[config.mk]
export PLATFORM = sky130hd
export DESIGN_NAME = commit_trace_buffer_flat
export DESIGN_NICKNAME = d
export VERILOG_FILES = /design/src/rtl/commit_trace_buffer_if.sv /design/src/rtl/commit_trace_buffer.sv /design/src/flat_wrapper.sv
export SDC_FILE = /design/constraint.sdc
export NUM_CORES = 1
export LEC_CHECK = 0
export ABC_AREA = 1
export CORE_AREA = 2 2 372 558
export CTS_BUF_LIST = sky130_fd_sc_hd__clkbuf_4 sky130_fd_sc_hd__clkbuf_8
export CTS_CLUSTER_SIZE = 14
export DETAILED_ROUTE_END_ITERATION = 12
export DIE_AREA = 0 0 374 560
export GPL_ROUTABILITY_DRIVEN = 1
export PLACE_DENSITY = 0.46
export SLEW_MARGIN = 0
export SYNTH_ARGS = -nofsm -noshare
export SYNTH_HDL_FRONTEND = slang
export SYNTH_SLANG_ARGS = --single-unit
[constraint.sdc]
create_clock -name clk -period 9.8 [get_ports clk]
set_input_delay 0.98 -clock clk [delete_from_list [all_inputs] [get_ports clk]]
set_output_delay 0.98 -clock clk [all_outputs]
set_load 0.01 [all_outputs]
[src/rtl/commit_trace_buffer_if.sv]
// Bundles the commit-side sample, the drain handshake and the statistics
// of the commit trace buffer. The buffer is the slave; the core and host side is the master.
interface commit_trace_buffer_if;
  logic [15:0] pc;
  logic [15:0] inst;
  logic        reg_write;
  logic [3:0]  write_reg;
  logic [15:0] write_data;
  logic        mem_read;
  logic        mem_write;
  logic [15:0] mem_addr;
  logic [15:0] mem_data;
  logic        hlt;
  logic        rd_en;
  logic        rec_valid;
  logic [2:0]  rec_kind;
  logic [15:0] rec_inum;
  logic [15:0] rec_pc;
  logic [15:0] rec_inst;
  logic [3:0]  rec_reg;
  logic [15:0] rec_addr;
  logic [15:0] rec_value;
  logic [31:0] cycle_count;
  logic [15:0] inst_count;
  logic [7:0]  drop_count;
  logic        overflow;
  logic        halted;
  logic        timeout;

  modport master (
    output pc, inst, reg_write, write_reg, write_data, mem_read, mem_write,
           mem_addr, mem_data, hlt, rd_en,
    input  rec_valid, rec_kind, rec_inum, rec_pc, rec_inst, rec_reg, rec_addr,
           rec_value, cycle_count, inst_count, drop_count, overflow, halted, timeout
  );

  modport slave (
    input  pc, inst, reg_write, write_reg, write_data, mem_read, mem_write,
           mem_addr, mem_data, hlt, rd_en,
    output rec_valid, rec_kind, rec_inum, rec_pc, rec_inst, rec_reg, rec_addr,
           rec_value, cycle_count, inst_count, drop_count, overflow, halted, timeout
  );
endinterface

[src/rtl/commit_trace_buffer.sv]
// Commit-trace recorder: classifies each committed cycle into a record, numbers it
// and queues it in a first-word-fall-through FIFO, with run statistics and a watchdog.
module commit_trace_buffer #(
  parameter int unsigned DEPTH       = 16,
  parameter int unsigned CYCLE_LIMIT = 100000
) (
  input logic                  clk,
  input logic                  rst_n,
  commit_trace_buffer_if.slave bus
);
  localparam int unsigned AW       = $clog2(DEPTH);
  localparam logic [AW:0] PTR_ONE  = {{AW{1'b0}}, 1'b1};

  localparam logic [2:0] K_NOP   = 3'd0;
  localparam logic [2:0] K_REG   = 3'd1;
  localparam logic [2:0] K_LOAD  = 3'd2;
  localparam logic [2:0] K_STORE = 3'd3;
  localparam logic [2:0] K_HALT  = 3'd4;

  typedef enum logic [1:0] {
    ST_RUN     = 2'd0,
    ST_HALTED  = 2'd1,
    ST_TIMEOUT = 2'd2
  } state_e;

  typedef struct packed {
    logic [2:0]  kind;
    logic [15:0] inum;
    logic [15:0] pc;
    logic [15:0] inst;
    logic [3:0]  rreg;
    logic [15:0] addr;
    logic [15:0] value;
  } rec_t;

  state_e      state_q, state_d;
  rec_t        mem_q [DEPTH];
  rec_t        mem_d [DEPTH];
  logic [AW:0] wptr_q, wptr_d;
  logic [AW:0] rptr_q, rptr_d;
  rec_t        head_q, head_d;
  logic        rec_valid_q, rec_valid_d;
  logic [31:0] cycle_count_q, cycle_count_d;
  logic [15:0] inst_count_q, inst_count_d;
  logic [7:0]  drop_count_q, drop_count_d;
  logic        overflow_q, overflow_d;
  logic        halted_q, halted_d;
  logic        timeout_q, timeout_d;

  rec_t new_rec_s;
  logic gen_s;
  logic full_s;
  logic empty_s;
  logic pop_s;
  logic push_s;
  logic drop_s;

  // Classify the current commit sample; fields that do not apply to the kind stay zero.
  always_comb begin
    new_rec_s      = '0;
    new_rec_s.inum = inst_count_q;
    new_rec_s.pc   = bus.pc;
    new_rec_s.inst = bus.inst;
    if (bus.reg_write && bus.mem_read) begin
      new_rec_s.kind  = K_LOAD;
      new_rec_s.rreg  = bus.write_reg;
      new_rec_s.addr  = bus.mem_addr;
      new_rec_s.value = bus.write_data;
    end else if (bus.reg_write) begin
      new_rec_s.kind  = K_REG;
      new_rec_s.rreg  = bus.write_reg;
      new_rec_s.value = bus.write_data;
    end else if (bus.hlt) begin
      new_rec_s.kind  = K_HALT;
    end else if (bus.mem_write) begin
      new_rec_s.kind  = K_STORE;
      new_rec_s.addr  = bus.mem_addr;
      new_rec_s.value = bus.mem_data;
    end else begin
      new_rec_s.kind  = K_NOP;
    end
  end

  // Run-state sequencing, statistics, and the FIFO pointer/head next-state.
  always_comb begin
    state_d       = state_q;
    cycle_count_d = cycle_count_q;
    inst_count_d  = inst_count_q;
    drop_count_d  = drop_count_q;
    overflow_d    = overflow_q;
    halted_d      = halted_q;
    timeout_d     = timeout_q;
    gen_s         = 1'b0;

    case (state_q)
      ST_RUN: begin
        if (cycle_count_q == 32'(CYCLE_LIMIT)) begin
          state_d   = ST_TIMEOUT;
          timeout_d = 1'b1;
        end else begin
          gen_s         = 1'b1;
          cycle_count_d = cycle_count_q + 32'd1;
          inst_count_d  = inst_count_q + 16'd1;
          if (new_rec_s.kind == K_HALT) begin
            state_d  = ST_HALTED;
            halted_d = 1'b1;
          end else begin
            state_d  = ST_RUN;
          end
        end
      end
      ST_HALTED:  state_d = ST_HALTED;
      ST_TIMEOUT: state_d = ST_TIMEOUT;
      default:    state_d = ST_HALTED;
    endcase

    full_s  = (wptr_q[AW] != rptr_q[AW]) && (wptr_q[AW-1:0] == rptr_q[AW-1:0]);
    empty_s = (wptr_q == rptr_q);
    pop_s   = bus.rd_en && !empty_s;
    // A pop in the same cycle frees the slot, so a full FIFO still accepts the record.
    push_s  = gen_s && (!full_s || pop_s);
    drop_s  = gen_s && full_s && !pop_s;

    if (drop_s) begin
      overflow_d = 1'b1;
      if (drop_count_q != 8'hFF) begin
        drop_count_d = drop_count_q + 8'd1;
      end else begin
        drop_count_d = drop_count_q;
      end
    end else begin
      overflow_d   = overflow_q;
    end

    mem_d = mem_q;
    if (push_s) begin
      mem_d[wptr_q[AW-1:0]] = new_rec_s;
      wptr_d                = wptr_q + PTR_ONE;
    end else begin
      wptr_d                = wptr_q;
    end

    if (pop_s) begin
      rptr_d = rptr_q + PTR_ONE;
    end else begin
      rptr_d = rptr_q;
    end

    rec_valid_d = (wptr_d != rptr_d);
    // The new head is the record being written only when it lands in the slot just reached.
    if (!rec_valid_d) begin
      head_d = '0;
    end else if (push_s && (rptr_d == wptr_q)) begin
      head_d = new_rec_s;
    end else begin
      head_d = mem_q[rptr_d[AW-1:0]];
    end
  end

  // Control, statistics and head registers with synchronous active-low reset.
  always_ff @(posedge clk) begin
    if (!rst_n) begin
      state_q       <= ST_RUN;
      wptr_q        <= '0;
      rptr_q        <= '0;
      head_q        <= '0;
      rec_valid_q   <= 1'b0;
      cycle_count_q <= 32'd0;
      inst_count_q  <= 16'd0;
      drop_count_q  <= 8'd0;
      overflow_q    <= 1'b0;
      halted_q      <= 1'b0;
      timeout_q     <= 1'b0;
    end else begin
      state_q       <= state_d;
      wptr_q        <= wptr_d;
      rptr_q        <= rptr_d;
      head_q        <= head_d;
      rec_valid_q   <= rec_valid_d;
      cycle_count_q <= cycle_count_d;
      inst_count_q  <= inst_count_d;
      drop_count_q  <= drop_count_d;
      overflow_q    <= overflow_d;
      halted_q      <= halted_d;
      timeout_q     <= timeout_d;
    end
  end

  // Record storage; contents are unobservable past the pointers, so no reset is needed.
  always_ff @(posedge clk) begin
    mem_q <= mem_d;
  end

  assign bus.rec_valid   = rec_valid_q;
  assign bus.rec_kind    = head_q.kind;
  assign bus.rec_inum    = head_q.inum;
  assign bus.rec_pc      = head_q.pc;
  assign bus.rec_inst    = head_q.inst;
  assign bus.rec_reg     = head_q.rreg;
  assign bus.rec_addr    = head_q.addr;
  assign bus.rec_value   = head_q.value;
  assign bus.cycle_count = cycle_count_q;
  assign bus.inst_count  = inst_count_q;
  assign bus.drop_count  = drop_count_q;
  assign bus.overflow    = overflow_q;
  assign bus.halted      = halted_q;
  assign bus.timeout     = timeout_q;
endmodule

[src/flat_wrapper.sv]
// flat-port wrapper written by rule: the top's interface ports become plain ports
module commit_trace_buffer_flat 
#(
  parameter int unsigned DEPTH       = 16,
  parameter int unsigned CYCLE_LIMIT = 100000
)
  (clk, rst_n, bus_pc, bus_inst, bus_reg_write, bus_write_reg, bus_write_data, bus_mem_read, bus_mem_write, bus_mem_addr, bus_mem_data, bus_hlt, bus_rd_en, bus_rec_valid, bus_rec_kind, bus_rec_inum, bus_rec_pc, bus_rec_inst, bus_rec_reg, bus_rec_addr, bus_rec_value, bus_cycle_count, bus_inst_count, bus_drop_count, bus_overflow, bus_halted, bus_timeout);
  commit_trace_buffer_if bus_i ();
  input logic clk;
  input logic rst_n;
  input wire logic [$bits(bus_i.pc)-1:0] bus_pc;
  input wire logic [$bits(bus_i.inst)-1:0] bus_inst;
  input wire logic [$bits(bus_i.reg_write)-1:0] bus_reg_write;
  input wire logic [$bits(bus_i.write_reg)-1:0] bus_write_reg;
  input wire logic [$bits(bus_i.write_data)-1:0] bus_write_data;
  input wire logic [$bits(bus_i.mem_read)-1:0] bus_mem_read;
  input wire logic [$bits(bus_i.mem_write)-1:0] bus_mem_write;
  input wire logic [$bits(bus_i.mem_addr)-1:0] bus_mem_addr;
  input wire logic [$bits(bus_i.mem_data)-1:0] bus_mem_data;
  input wire logic [$bits(bus_i.hlt)-1:0] bus_hlt;
  input wire logic [$bits(bus_i.rd_en)-1:0] bus_rd_en;
  output wire logic [$bits(bus_i.rec_valid)-1:0] bus_rec_valid;
  output wire logic [$bits(bus_i.rec_kind)-1:0] bus_rec_kind;
  output wire logic [$bits(bus_i.rec_inum)-1:0] bus_rec_inum;
  output wire logic [$bits(bus_i.rec_pc)-1:0] bus_rec_pc;
  output wire logic [$bits(bus_i.rec_inst)-1:0] bus_rec_inst;
  output wire logic [$bits(bus_i.rec_reg)-1:0] bus_rec_reg;
  output wire logic [$bits(bus_i.rec_addr)-1:0] bus_rec_addr;
  output wire logic [$bits(bus_i.rec_value)-1:0] bus_rec_value;
  output wire logic [$bits(bus_i.cycle_count)-1:0] bus_cycle_count;
  output wire logic [$bits(bus_i.inst_count)-1:0] bus_inst_count;
  output wire logic [$bits(bus_i.drop_count)-1:0] bus_drop_count;
  output wire logic [$bits(bus_i.overflow)-1:0] bus_overflow;
  output wire logic [$bits(bus_i.halted)-1:0] bus_halted;
  output wire logic [$bits(bus_i.timeout)-1:0] bus_timeout;
  assign bus_i.pc = bus_pc;
  assign bus_i.inst = bus_inst;
  assign bus_i.reg_write = bus_reg_write;
  assign bus_i.write_reg = bus_write_reg;
  assign bus_i.write_data = bus_write_data;
  assign bus_i.mem_read = bus_mem_read;
  assign bus_i.mem_write = bus_mem_write;
  assign bus_i.mem_addr = bus_mem_addr;
  assign bus_i.mem_data = bus_mem_data;
  assign bus_i.hlt = bus_hlt;
  assign bus_i.rd_en = bus_rd_en;
  assign bus_rec_valid = bus_i.rec_valid;
  assign bus_rec_kind = bus_i.rec_kind;
  assign bus_rec_inum = bus_i.rec_inum;
  assign bus_rec_pc = bus_i.rec_pc;
  assign bus_rec_inst = bus_i.rec_inst;
  assign bus_rec_reg = bus_i.rec_reg;
  assign bus_rec_addr = bus_i.rec_addr;
  assign bus_rec_value = bus_i.rec_value;
  assign bus_cycle_count = bus_i.cycle_count;
  assign bus_inst_count = bus_i.inst_count;
  assign bus_drop_count = bus_i.drop_count;
  assign bus_overflow = bus_i.overflow;
  assign bus_halted = bus_i.halted;
  assign bus_timeout = bus_i.timeout;
  commit_trace_buffer #(.DEPTH(DEPTH), .CYCLE_LIMIT(CYCLE_LIMIT)) u_core (.clk(clk), .rst_n(rst_n), .bus(bus_i));
endmodule
==> metrics.md, run 1 <==
| Metric | Value |
|---|---|
| Outcome | `completed` |
| Critical Path RT | `10.67 ns` |
| Number of flops mapped to enable cells by yosys | `1392` |
| Synth Instances | `7208` |
| Die footprint | `209000 um2` |
| Clock power share | `28.0%` |
| Initial core utilization | `33.7%` |
| Post-CTS sizing | `0` |
| Critical path peak fanout | `73` |
| R2R Path Start | `u_core.wptr_q[2]` |
| Share of cells above drive strength 1 | `7.33%` |
| Sw Ratio | `38.1%` |
| Die X | `374 um` |
| Nets | `7479` |
| HP Start | `u_core.bus.halted` |
| Hold Path End | `u_core.bus.halted` |
| Endpoints failing hold | `0` |
| Peak VDD IR | `0.222 mV` |
| Post-DR vias/cell | `4.85` |
| Flop pwr share | `38.4%` |
| Cell Int Power | `0.0129 W` |
| Yosys Warn Count | `0` |
| Antenna viol nets, final | `0` |
| Reg clk slew, reported paths | `0.06 ns` |
| Sequential share of the synthesized area | `65.1%` |
| RSZ-0062 raised after global routing | `false` |
| DRC | `0` |
| Area grow syn2layout | `14.4%` |
| Logic pwr share | `33.5%` |
| TritonCTS Buffers | `247` |
| Flops & latches, synth | `1551` |
| Die Y | `560 um` |
| First-pass GRT wire length | `323 mm` |
| Total grt overflow | `0` |
| Post-synth ARST share | `0%` |
| CP endpoint kind | `flop` |
| Fin Clk Skew | `0.0832 ns` |
| Core ar. | `205000 um2` |
| GRT Util Overall | `20.6%` |
| Synthesized area | `69100 um2` |
| Power Density | `262 nW/um2` |
| Sw power | `0.00790 W` |
| Final setup violating endpoints | `0` |
| Synth Area per Inst | `9.59 um2` |
| R2r worst-path depth | `17` |
| Max Slew Vio Count | `0` |
| Largest area contributor in the netlist | `edfxtp_1` |
| Root buffer selected by CTS | `clkbuf_8` |
| Clock Sinks | `1551` |
| Final worst path period need | `5.79 ns` |
| Setup_tns | `0 ns` |
| Ys flop type | `edfxtp_1` |
| Setup Crit Path Kind | `flop to flop` |
| Hold_buf cts | `0` |
| Vias in the first global route | `49000` |
| PortBufs | `237` |
| WP data arrival | `6.66 ns` |
| Crit share post-route | `59.0%` |
| Gpl congestion | `0.775` |
| Via count | `49800` |
| TritonCTS clock tree | `yes` |
| Iter 0 DRT Violations | `3465` |
| Worst Hold Class | `flop to flop` |
| Synth top area share | `60.5%` |
| Max Clock Freq | `173 MHz` |
| Relative slew margins | `21.9%` |
| Setup Buffers After CTS | `0` |
| Largest register FFs | `1392` |
| Hold path depth | `2` |
| Net Count, Synth | `7308` |
| Hpwl dp | `111 mm` |
| WL/cell | `21.4 um` |
| H-tree levels | `4` |
| Most area-consuming cells after synthesis | `edfxtp_1, nand3_1, inv_1, nand2_1, dfxtp_1` |
| Largest net degree at the start of global routing | `154` |
| Transition time of the tightest slew-check pin | `1.17 ns` |
| IO Pins | `238` |
| Reg-to-reg critical path endpoint | `u_core.bus.rec_addr[5]` |
| Leakage power | `34.1 nW` |
| Largest Register | `u_core.mem_q` |
| Netlist cell types | `40` |
| Hold slack | `0.450 ns` |
| CTS Buffer Depth | `4` |
| Overall Power | `0.0207 W` |
| TritonRoute pass-1 iters | `5` |
| Final wirelength | `220 mm` |
| Rows | `204` |
| # fillers | `20300` |
| Initial antenna violation count | `7` |
| Reg2reg setup slack | `4.01 ns` |
| Worst-Skew Late Latency | `0.98 ns` |
| CP startpoint kind | `flop` |
| Maxcap violations | `0` |
-- Yosys cell counts, drive strengths merged (19+ instances only) --
cell type and count:
a21oi 44, nand3 1599, nand4 19, edfxtp 1392, dfxtp 159, nor2 428, inv 1553, nand2 1472
o21ai 33, clkbuf 153, nor3 34, buf 249
-- cell type report --
type	instances	area (um2)	share of cell area [%]
multi-input combinational	3701	16700	21.1
tap	2678	3350	4.24
inverter	1554	5850	7.39
timing repair buffer	324	3090	3.91
clock inverter	55	349	0.441
clock buffer	397	4810	6.08
antenna	3	7.51	0.00949
sequential	1551	45000	56.9
-- critical path, stage by stage (launching register included) --
cell and delay [ns]:
dfxtp_1 0.58, inv_2 0.11, nand2_1 0.10, nand2_1 0.09
nor2_2 0.15, nand3_2 0.23, nand2_4 0.23, nand2_4 0.52
nand2_4 1.02, buf_4 0.93, buf_4 0.87, nand2_1 0.11
nand3_1 0.12, nand3_1 0.11, nand3_1 0.10, nand2_1 0.13
nor2_1 0.17, nor2_1 0.05
-- metrics by stage --
step	util (%)	instances	instance area (um2)	setup WS, ns
after detailed placement	36.1	9808	73900	3.54
after floorplan	-	7208	69100	1.39
after global placement	36.1	9808	73900	3.59
final	38.6	10300	79100	4.01
after CTS	38.6	10300	79100	3.94
after global routing	38.6	10300	79100	3.57
-- metal layers --
metal	GRT usage (%)	vias up	part of all wire, %
met1	25.2	24600	41
met2	37.5	1277	51
met3	2.43	385	4.5
met4	6.43	2	2.9
met5	0	-	0.0032
li1	-	23500	-
-- worst max-delay path by stage --
stage | startpoint | to | slack, ns | cells after the start
after floorplan | bus_rd_en | u_core.mem_q[1044] | 1.39 | 7
after global placement | bus_rd_en | u_core.bus.rec_inum[2] | 3.59 | 12
after detailed placement | bus_rd_en | u_core.bus.rec_inum[2] | 3.54 | 12
after CTS | u_core.wptr_q[2] | u_core.bus.rec_inum[2] | 3.94 | 17
after global routing | u_core.wptr_q[2] | u_core.bus.rec_addr[5] | 3.57 | 17
final | u_core.wptr_q[2] | u_core.bus.rec_addr[5] | 4.01 | 17
-- cell families (layout without fill, tap and decap cells) --
| group | Yosys count | count (layout) | synth area share, % |
|---|---|---|---|
| other | 0 | 3 | 0 |
| DFF | 1551 | 1551 | 65.1 |
| and+or+nand+nor | 3571 | 3571 | 22.6 |
| buffers and inverters | 1956 | 2330 | 11.1 |
| xor gates and xnor gates | 15 | 15 | 0.190 |
| adders and majority gates | 9 | 9 | 0.163 |
| AOI/OAI and AO/OA | 106 | 106 | 0.891 |
-- cell usage in the layout, fill, tap and decap left out, drive strengths merged, types with 47 or more instances in the layout --
cell type	synthesis	routed
edfxtp	1392	1392
clkinv	1	47
nor2	428	428
inv	1553	1556
dfxtp	159	159
clkdlybuf4s50	0	236
buf	249	88
clkbuf	153	397
nand2	1472	1472
nand3	1599	1599
-- power by group through the flow --
stage	registers (W)	logic [W]	clock network (W)
floorplan	0.00812	0.00432	0
global placement	0.00812	0.00707	0
detailed placement	0.00812	0.00705	0
CTS	0.00798	0.00708	0.00599
global route	0.00801	0.00768	0.00622
finish	0.00797	0.00696	0.00582
No activity file was read; power rests on OpenSTA's default activity.
==> run 2, diff against run 1 <==
Settings changed: PLACE_DENSITY 0.46 to 0.48.
Clock period 9.8 ns to 4.7 ns, I/O delays scaled along.
==> run 2 against run 1 <==
  * Via count shrank 0.23%
  * Flip-flop and latch count is the same
  * Sequential power grew 110%
  * Maximum frequency grew 43%
  * Die area is the same
  * Sequential share of layout area shrank 0.29 points
  * Global-route usage shrank 0.55 points
  * Highest routed layer unchanged
  * Register-to-register slack lost 3.4 ns
==> metrics.md, run 2 (synthesis results as in run 1) <==
| Metric | Value |
|---|---|
| CP startpoint kind | `flop` |
| Max Slew Vio Count | `0` |
| Maxcap violations | `0` |
| Critical path peak fanout | `25` |
| CTS Buffer Depth | `4` |
| DRC | `0` |
| Hold slack | `0.193 ns` |
| Gpl congestion | `0.795` |
| Worst Path Buf+Inv | `3` |
| Post-CTS sizing | `0` |
| Final worst path period need | `4.04 ns` |
| Antenna viol nets, final | `0` |
| Hpwl dp | `107 mm` |
| Transition time of the tightest slew-check pin | `1.05 ns` |
| WL/cell | `20.9 um` |
| Fin Clk Skew | `0.0905 ns` |
| Worst-path cell chain | `inv_1, nand2_1, nand2_1, nor2_2, nand3_1, nand3_2, inv_2, nand2_1, nand2_1, nand2_1, nand2_1, nor2_1, nand2_4, buf_4, nand3_1, nor2_1` |
| Crit share post-route | `86.0%` |
| Core ar. | `205000 um2` |
| Sw power | `0.0162 W` |
| Total grt overflow | `0` |
| Largest register FFs | `1392` |
| R2r worst-path depth | `16` |
| Hold_buf cts | `0` |
| Largest Register | `u_core.mem_q` |
| Clock power share | `27.3%` |
| Sw Ratio | `38.0%` |
| Initial core utilization | `33.7%` |
| Outcome | `completed` |
| TritonRoute pass-1 iters | `7` |
| Via count | `49700` |
| Initial antenna violation count | `10` |
| Logic pwr share | `33.8%` |
| WP data arrival | `4.86 ns` |
| Flop pwr share | `39.0%` |
| Final wirelength | `214 mm` |
| Post-DR vias/cell | `4.84` |
| TritonCTS clock tree | `yes` |
| Met3 Wirelength | `9.67 mm` |
| Root buffer selected by CTS | `clkbuf_8` |
| Die footprint | `209000 um2` |
| TritonCTS Buffers | `244` |
| First-pass GRT wire length | `316 mm` |
| Relative slew margins | `30.2%` |
| Largest net degree at the start of global routing | `175` |
| Leading cell type in the layout, fill and taps excluded | `nand3_1` |
| Reg2reg setup slack | `0.66 ns` |
| Area grow syn2layout | `15.0%` |
| Critical path's slowest cell | `dfxtp_1` |
| Max Used Layer | `met5` |
| CP endpoint kind | `flop` |
| Worst Hold Class | `primary input to flop` |
| Worst-Skew Late Latency | `1.01 ns` |
| IO Pins | `238` |
| Peak VDD IR | `0.552 mV` |
| Setup Crit Path Kind | `flop to flop` |
| Fin util | `38.8%` |
| Crit-path most repeated cell | `nand2_1` |
| Nets | `7487` |
| Leakage power | `34.2 nW` |
| Iter 0 DRT Violations | `3556` |
| Vias in the first global route | `48500` |
| Hold path depth | `4` |
| Clock Sinks | `1551` |
| Met1 WL | `86.2 mm` |
| CP delay by family, top | `simple AND/OR/NAND/NOR gates` |
| H-tree levels | `4` |
| Share of cells above drive strength 1 | `7.11%` |
| Power Density | `538 nW/um2` |
| RSZ-0062 raised after global routing | `false` |
| Cell Int Power | `0.0265 W` |
| Setup_tns | `0 ns` |
| Final setup violating endpoints | `0` |
| Routed wl met2 | `112 mm` |
| Endpoints failing hold | `0` |
| Reg clk slew, reported paths | `0.06 ns` |
| Die Y | `560 um` |
| Rows | `204` |
| Max Clock Freq | `247 MHz` |
| Most frequent cells in the layout | `nand3_1, inv_1, nand2_1` |
| PortBufs | `237` |
| Die X | `374 um` |
| Critical Path RT | `5.52 ns` |
| CP peak stage delay | `0.52 ns` |
| WP depth | `16` |
| GRT Util Overall | `20.0%` |
| Setup Buffers After CTS | `0` |
==> run 2: metal layers <==
metal,global-route usage (%),vias up
met5,0,-
met4,7.00,2
met3,2.47,412
met2,36.9,1322
met1,23.8,24400
li1,-,23500
==> run 2: worst register-to-register path: cells and delay by family (launching register included) <==
kind	cells	cell delay, ns
AND/OR/NAND/NOR	13	2.62
buffers and inverters	3	0.77
flip-flops	1	0.52
==> run 2: area by class of cell <==
type | instances | area, um2
sequential | 1551 | 45000
multi-input combinational | 3701 | 16700
timing repair buffer | 335 | 3750
clock inverter | 98 | 583
antenna | 5 | 12.5
inverter | 1554 | 5850
tap | 2678 | 3350
fill | 20200 | 125000
clock buffer | 352 | 4300
==> run 2: per-stage QoR <==
step / power, W / instances / instance area, um2 / worst slack, ns
finish: 0.0428 / 10300 / 79500 / 0.658
global route: 0.0452 / 10300 / 79500 / 0.613
CTS: 0.0434 / 10300 / 79500 / 0.757
detailed placement: 0.0317 / 9819 / 74600 / 0.538
global placement: 0.0316 / 9819 / 74600 / 0.585
floorplan: 0.0259 / 7208 / 69200 / -0.942
==> run 2: power groups by stage <==
stage / logic, W / registers, W / clock network, W
after floorplan: 0.00901 / 0.0169 / 0
after global placement: 0.0146 / 0.0170 / 0
after detailed placement: 0.0147 / 0.0170 / 0
after CTS: 0.0147 / 0.0167 / 0.0120
after global routing: 0.0159 / 0.0167 / 0.0125
final: 0.0144 / 0.0167 / 0.0117
==> run 2: path summary, 6_finish.rpt <==
path | endpoint | from
max | u_core.bus.rec_addr[2] | u_core.rptr_q[0]
min | u_core.bus.rec_reg[3] | rst_n
max reg2reg | u_core.bus.rec_addr[2] | u_core.rptr_q[0]
min reg2reg | u_core.bus.halted | u_core.bus.halted
